`config.mk`:
```
export PLATFORM = sky130hd
export DESIGN_NAME = display_scan
export DESIGN_NICKNAME = d
export VERILOG_FILES = /design/src/rtl/display_scan.sv
export SDC_FILE = /design/constraint.sdc
export NUM_CORES = 1
export LEC_CHECK = 0
export CAP_MARGIN = 20
export CELL_PAD_IN_SITES_DETAIL_PLACEMENT = 0
export CELL_PAD_IN_SITES_GLOBAL_PLACEMENT = 1
export CORE_ASPECT_RATIO = 1.75
export CORE_MARGIN = 1
export CORE_UTILIZATION = 46
export CTS_CLUSTER_SIZE = 8
export DETAILED_ROUTE_END_ITERATION = 10
export PLACE_DENSITY = 0.92
export SLEW_MARGIN = 20
export SYNTH_ARGS = -nofsm -noshare
export SYNTH_HDL_FRONTEND = slang
export SYNTH_SLANG_ARGS = --single-unit
```
`constraint.sdc`:
```
create_clock -name i_clk -period 7 [get_ports i_clk]
set_clock_uncertainty 0.15 [all_clocks]
set_input_delay 1.4 -clock i_clk [delete_from_list [all_inputs] [get_ports i_clk]]
set_output_delay 1.4 -clock i_clk [all_outputs]
set_load 0.05 [all_outputs]
```
`src/rtl/display_scan.sv`:
```
// display_scan: time-multiplexed 7-segment scanner with guarded slots,
// frame-aligned value updates and optional leading-zero blanking.
module display_scan #(
    parameter int DIGITS       = 2,
    parameter int REFRESH_DIV  = 12000,
    parameter int BLANK_CYCLES = 16
) (
    input  logic                  i_clk,
    input  logic                  i_reset,
    input  logic [4*DIGITS-1:0]   i_value,
    input  logic [DIGITS-1:0]     i_dp,
    input  logic                  i_valid,
    output logic                  o_ready,
    input  logic                  i_blank_lz,
    output logic [6:0]            o_segments,
    output logic                  o_dp,
    output logic [DIGITS-1:0]     o_digit_sel,
    output logic                  o_frame
);

    localparam int PW = (REFRESH_DIV > 1) ? $clog2(REFRESH_DIV) : 1;
    localparam int DW = (DIGITS > 1) ? $clog2(DIGITS) : 1;
    localparam logic [PW-1:0] P_LAST  = PW'(REFRESH_DIV - 1);
    localparam logic [PW-1:0] P_BLANK = PW'(BLANK_CYCLES);
    localparam logic [DW-1:0] D_LAST  = DW'(DIGITS - 1);

    logic [PW-1:0]         p_q, p_d;
    logic [DW-1:0]         d_q, d_d;
    logic [4*DIGITS-1:0]   act_val_q, act_val_d;
    logic [DIGITS-1:0]     act_dp_q, act_dp_d;
    logic [4*DIGITS-1:0]   pend_val_q, pend_val_d;
    logic [DIGITS-1:0]     pend_dp_q, pend_dp_d;
    logic                  pend_q, pend_d;
    logic                  frame_q, frame_d;
    logic                  blank_lz_q;

    logic                  slot_end;
    logic                  frame_edge;
    logic                  accept;
    logic                  in_blank;
    logic                  lz_hit;
    logic [3:0]            nib;
    logic                  nib_dp;

    // Segment pattern {g,f,e,d,c,b,a} for one hex nibble.
    function automatic logic [6:0] decode(input logic [3:0] v);
        case (v)
            4'h0: decode = 7'h3F;
            4'h1: decode = 7'h06;
            4'h2: decode = 7'h5B;
            4'h3: decode = 7'h4F;
            4'h4: decode = 7'h66;
            4'h5: decode = 7'h6D;
            4'h6: decode = 7'h7D;
            4'h7: decode = 7'h07;
            4'h8: decode = 7'h7F;
            4'h9: decode = 7'h67;
            4'hA: decode = 7'h77;
            4'hB: decode = 7'h7C;
            4'hC: decode = 7'h39;
            4'hD: decode = 7'h5E;
            4'hE: decode = 7'h79;
            default: decode = 7'h71;
        endcase
    endfunction

    assign slot_end   = (p_q == P_LAST);
    assign frame_edge = slot_end && (d_q == D_LAST);
    assign accept     = i_valid && !pend_q;

    // Next state: scan counters, handshake capture and frame-edge commit.
    always_comb begin
        p_d        = p_q + 1'b1;
        d_d        = d_q;
        act_val_d  = act_val_q;
        act_dp_d   = act_dp_q;
        pend_val_d = pend_val_q;
        pend_dp_d  = pend_dp_q;
        pend_d     = pend_q;
        frame_d    = frame_edge;
        if (slot_end) begin
            p_d = '0;
            d_d = frame_edge ? '0 : d_q + 1'b1;
        end
        // accept implies nothing pending, so it never collides with a commit
        if (accept) begin
            pend_val_d = i_value;
            pend_dp_d  = i_dp;
            pend_d     = 1'b1;
        end else if (frame_edge && pend_q) begin
            act_val_d = pend_val_q;
            act_dp_d  = pend_dp_q;
            pend_d    = 1'b0;
        end
    end

    // State registers with asynchronous reset.
    always_ff @(posedge i_clk or posedge i_reset) begin
        if (i_reset) begin
            p_q        <= '0;
            d_q        <= '0;
            act_val_q  <= '0;
            act_dp_q   <= '0;
            pend_val_q <= '0;
            pend_dp_q  <= '0;
            pend_q     <= 1'b0;
            frame_q    <= 1'b0;
            blank_lz_q <= 1'b0;
        end else begin
            p_q        <= p_d;
            d_q        <= d_d;
            act_val_q  <= act_val_d;
            act_dp_q   <= act_dp_d;
            pend_val_q <= pend_val_d;
            pend_dp_q  <= pend_dp_d;
            pend_q     <= pend_d;
            frame_q    <= frame_d;
            blank_lz_q <= i_blank_lz;
        end
    end

    // Display outputs from registered state only; the blanking enable is
    // registered so no input reaches an output combinationally.
    always_comb begin
        nib         = 4'h0;
        nib_dp      = 1'b0;
        lz_hit      = blank_lz_q && (d_q != '0);
        in_blank    = (BLANK_CYCLES > 0) && (p_q < P_BLANK);
        o_segments  = '0;
        o_dp        = 1'b0;
        o_digit_sel = '0;
        for (int i = 0; i < DIGITS; i++) begin
            if (d_q == DW'(i)) begin
                nib    = act_val_q[4*i +: 4];
                nib_dp = act_dp_q[i];
            end
            if ((DW'(i) >= d_q) && (act_val_q[4*i +: 4] != 4'h0))
                lz_hit = 1'b0;
        end
        if (!in_blank) begin
            o_digit_sel = DIGITS'(1) << d_q;
            o_dp        = nib_dp;
            o_segments  = lz_hit ? 7'h00 : decode(nib);
        end
    end

    assign o_ready = !pend_q;
    assign o_frame = frame_q;

endmodule

```
==> results.json <==
{
  "min_from": "pend_val_q[0]",
  "via_per_inst": 5.599,
  "yosys.area.top_type_share": 0.4900,
  "ys_ff_latch": 38,
  "leakagePower_nw": 1.035,
  "post-cts-setup-buffers": 0,
  "initial_core_util": 0.4924,
  "crit_path_max_fanout": 13,
  "fin_nets": 218,
  "maxSlewHeadroom": 0.3722,
  "dr.pass1.iters": 4,
  "worstSetupPathType": "flop to output port",
  "die_y_um": 87.92,
  "slowest_stage": "clkdlybuf4s50_1",
  "clkLatencyLatePin_ns": 0.28,
  "cts_hold_buf": 0,
  "track_usage": 0.1936,
  "start_kind": "flop",
  "ys_types": 33,
  "detail-route-antenna-nets": 0,
  "netlist_top_cells_area": "dfrtp_1 (49%), mux2_2 (7.5%), mux2_1 (5.2%)",
  "synth_fa_ha_area_frac": 0.03868,
  "synth_mux_area_frac": 0.1657,
  "synth_xor_area_frac": 0.05416,
  "cap_violations": 0,
  "syn_avg_cell_area_sq_um": 11.35,
  "multiInputGateArea_sq_um": 937.1,
  "yosys.area_share.simple": 0.1663,
  "clk_pin_slew_ns": 0.07,
  "rsz0062_at_grt": "false",
  "grt_max_degree": 39,
  "min_path_cells": 1,
  "area_growth_pct": 19.54,
  "cts_made_buffers": 5,
  "p_total_mw": 0.3993,
  "regToRegStartpoint": "p_q[0]",
  "synth.largest_area_cell": "dfrtp_1",
  "core_area_sq_um": 3941,
  "grt_overflow": 0,
  "grt_pass1_vias": 1434,
  "endpoint_kind": "output port",
  "fin_crit_ns": 4.701,
  "timing.fmax_mhz": 212.7,
  "syn-instance-count": 171,
  "gp_congestion": 0.8211,
  "hold_path_class": "flop to flop",
  "synth_top_family_by_area": "simple AND/OR/NAND/NOR gates",
  "clockBufferDepth": 2,
  "dieArea_sq_um": 4493,
  "async_flop_share": 1.000,
  "synth.net_count": 191,
  "place.port_buffers": 25,
  "worst_pin_slew_ns": 0.9155,
  "cp_num_buf_inv": 2,
  "die_w_um": 51.10,
  "num_vias": 1383,
  "n_antenna_cell": 0,
  "crit_family": "buffers and inverters",
  "slew_viol_final": 0,
  "seq_area_sq_um": 950.9,
  "setup_tns_ns": 0,
  "cts-root-buf": "clkbuf_8",
  "rr_worst_depth": 5,
  "r2r_setup_slack_ns": 4.28,
  "synth_edf_count": 0,
  "antenna_found_initial": 0,
  "irDropWorstVdd_mv": 0.1575,
  "ys_seq_area_frac": 0.4900,
  "holdPathEnd": "act_val_q[0]",
  "critPathArrivalTime_ns": 3.15,
  "power-per-cell-area_nw_per_um2": 172.1,
  "status": "finished clean",
  "finalCritPeriodShare": 0.6716,
  "yosys_warnings": 0,
  "dpl.hpwl_um": 2735,
  "final_cell_mix": "dfrtp_1 (38), clkdlybuf4s50_1 (25), nor2_1 (15), mux2_2 (13), nand2_1 (10)",
  "synth_compound_area_frac": 0.05803,
  "post_cts_resized": 0,
  "timing.rr.end": "act_val_q[7]",
  "cts_tree": "built",
  "grt_pass1_wl_um": 6458,
  "yosys_most_used_dff": "dfrtp_1",
  "path_cells": "mux2i_1 > inv_1 > ha_1 > nand2_1 > a21oi_1 > a311oi_1 > clkdlybuf4s50_1",
  "cp.required_ns": 5.45,
  "setup_viol": 0,
  "final_hold_viol_count": 0,
  "drt_first_iter_violations": 20,
  "h-tree-depth": 2,
  "layout_commonest_cell": "dfrtp_1",
  "syn_area_sq_um": 1941,
  "drt-total-wl_um": 3714,
  "io_pins": 26,
  "rows": 30,
  "detail_route.wl_per_cell_um": 15.04,
  "fillerInstances": 354,
  "cts_sinks": 38,
  "drc_errors": 0,
  "drive_gt1_frac": 0.1307,
  "slowest_delay_ns": 0.86
}
[worst max-delay path by stage]
stage	from	endpoint	slack, ns	cells after the start
6_report	d_q	o_segments[6]	2.30	7
5_1_grt	d_q	o_segments[6]	2.12	7
4_1_cts	d_q	o_segments[6]	2.31	7
3_5_place_dp	d_q	o_segments[6]	2.63	7
3_3_place_gp	d_q	o_segments[6]	2.80	7
2_1_floorplan	d_q	o_segments[6]	2.74	7
[synthesized netlist by cell type (all sizes together) (4+ instances only)]
master / number
nor2: 15
nor3: 7
a21oi: 4
a211oi: 4
nand2: 10
nand3: 5
dfrtp: 38
ha: 6
buf: 4
xnor2: 7
mux2i: 7
a311oi: 4
nand4: 4
inv: 5
mux2: 22
xor2: 5
[layout make-up]
type / instances / share of cell area
Clock inverter: 2 / 0.005394
Inverter: 5 / 0.008091
Multi-Input combinational cell: 122 / 0.4040
Sequential cell: 38 / 0.4099
Timing Repair Buffer: 26 / 0.1111
Tap cell: 48 / 0.02589
Clock buffer: 6 / 0.03560
[state kept, by name, indices dropped and copies added (netlist names)]
name	cells
act_val_q	8
o_frame	1
blank_lz_q	1
pend_q	1
p_q	14
d_q	1
pend_val_q	8
act_dp_q	2
pend_dp_q	2
[cell families after synthesis]
family	count (synthesis)
simple gates	59
flops	38
mux	29
compound gates	16
xor+xnor	12
buf+inv	11
fa+ha+maj	6
[layer usage]
metal  up-vias  global-route usage  wire length [um]
met2        29              0.3433              1972
met5         -                   0                 0
met4         0              0.1061               112
met3         9             0.03472               112
li1        671                   -                 -
met1       674              0.2131              1517
[per-stage QoR]
stage | std cells | utilization | area (sq um) | setup WS (ns) | hold slack [ns]
3_3_place_gp | 239 | 0.5644 | 2225 | 2.798 | 0.3194
4_1_cts | 247 | 0.5886 | 2320 | 2.312 | 0.3412
2_1_floorplan | 171 | - | 1941 | 2.739 | 0.3049
5_1_grt | 247 | 0.5886 | 2320 | 2.118 | 0.3554
6_report | 247 | 0.5886 | 2320 | 2.299 | 0.3335
3_5_place_dp | 239 | 0.5644 | 2225 | 2.631 | 0.3254
[report_power, final]
part	switching, mW	total, mW	internal, mW
registers	0.00344	0.230	0.226
logic	0.00659	0.0182	0.0116
clock network	0.0722	0.151	0.0790
(Power assumes the default switching activity.)
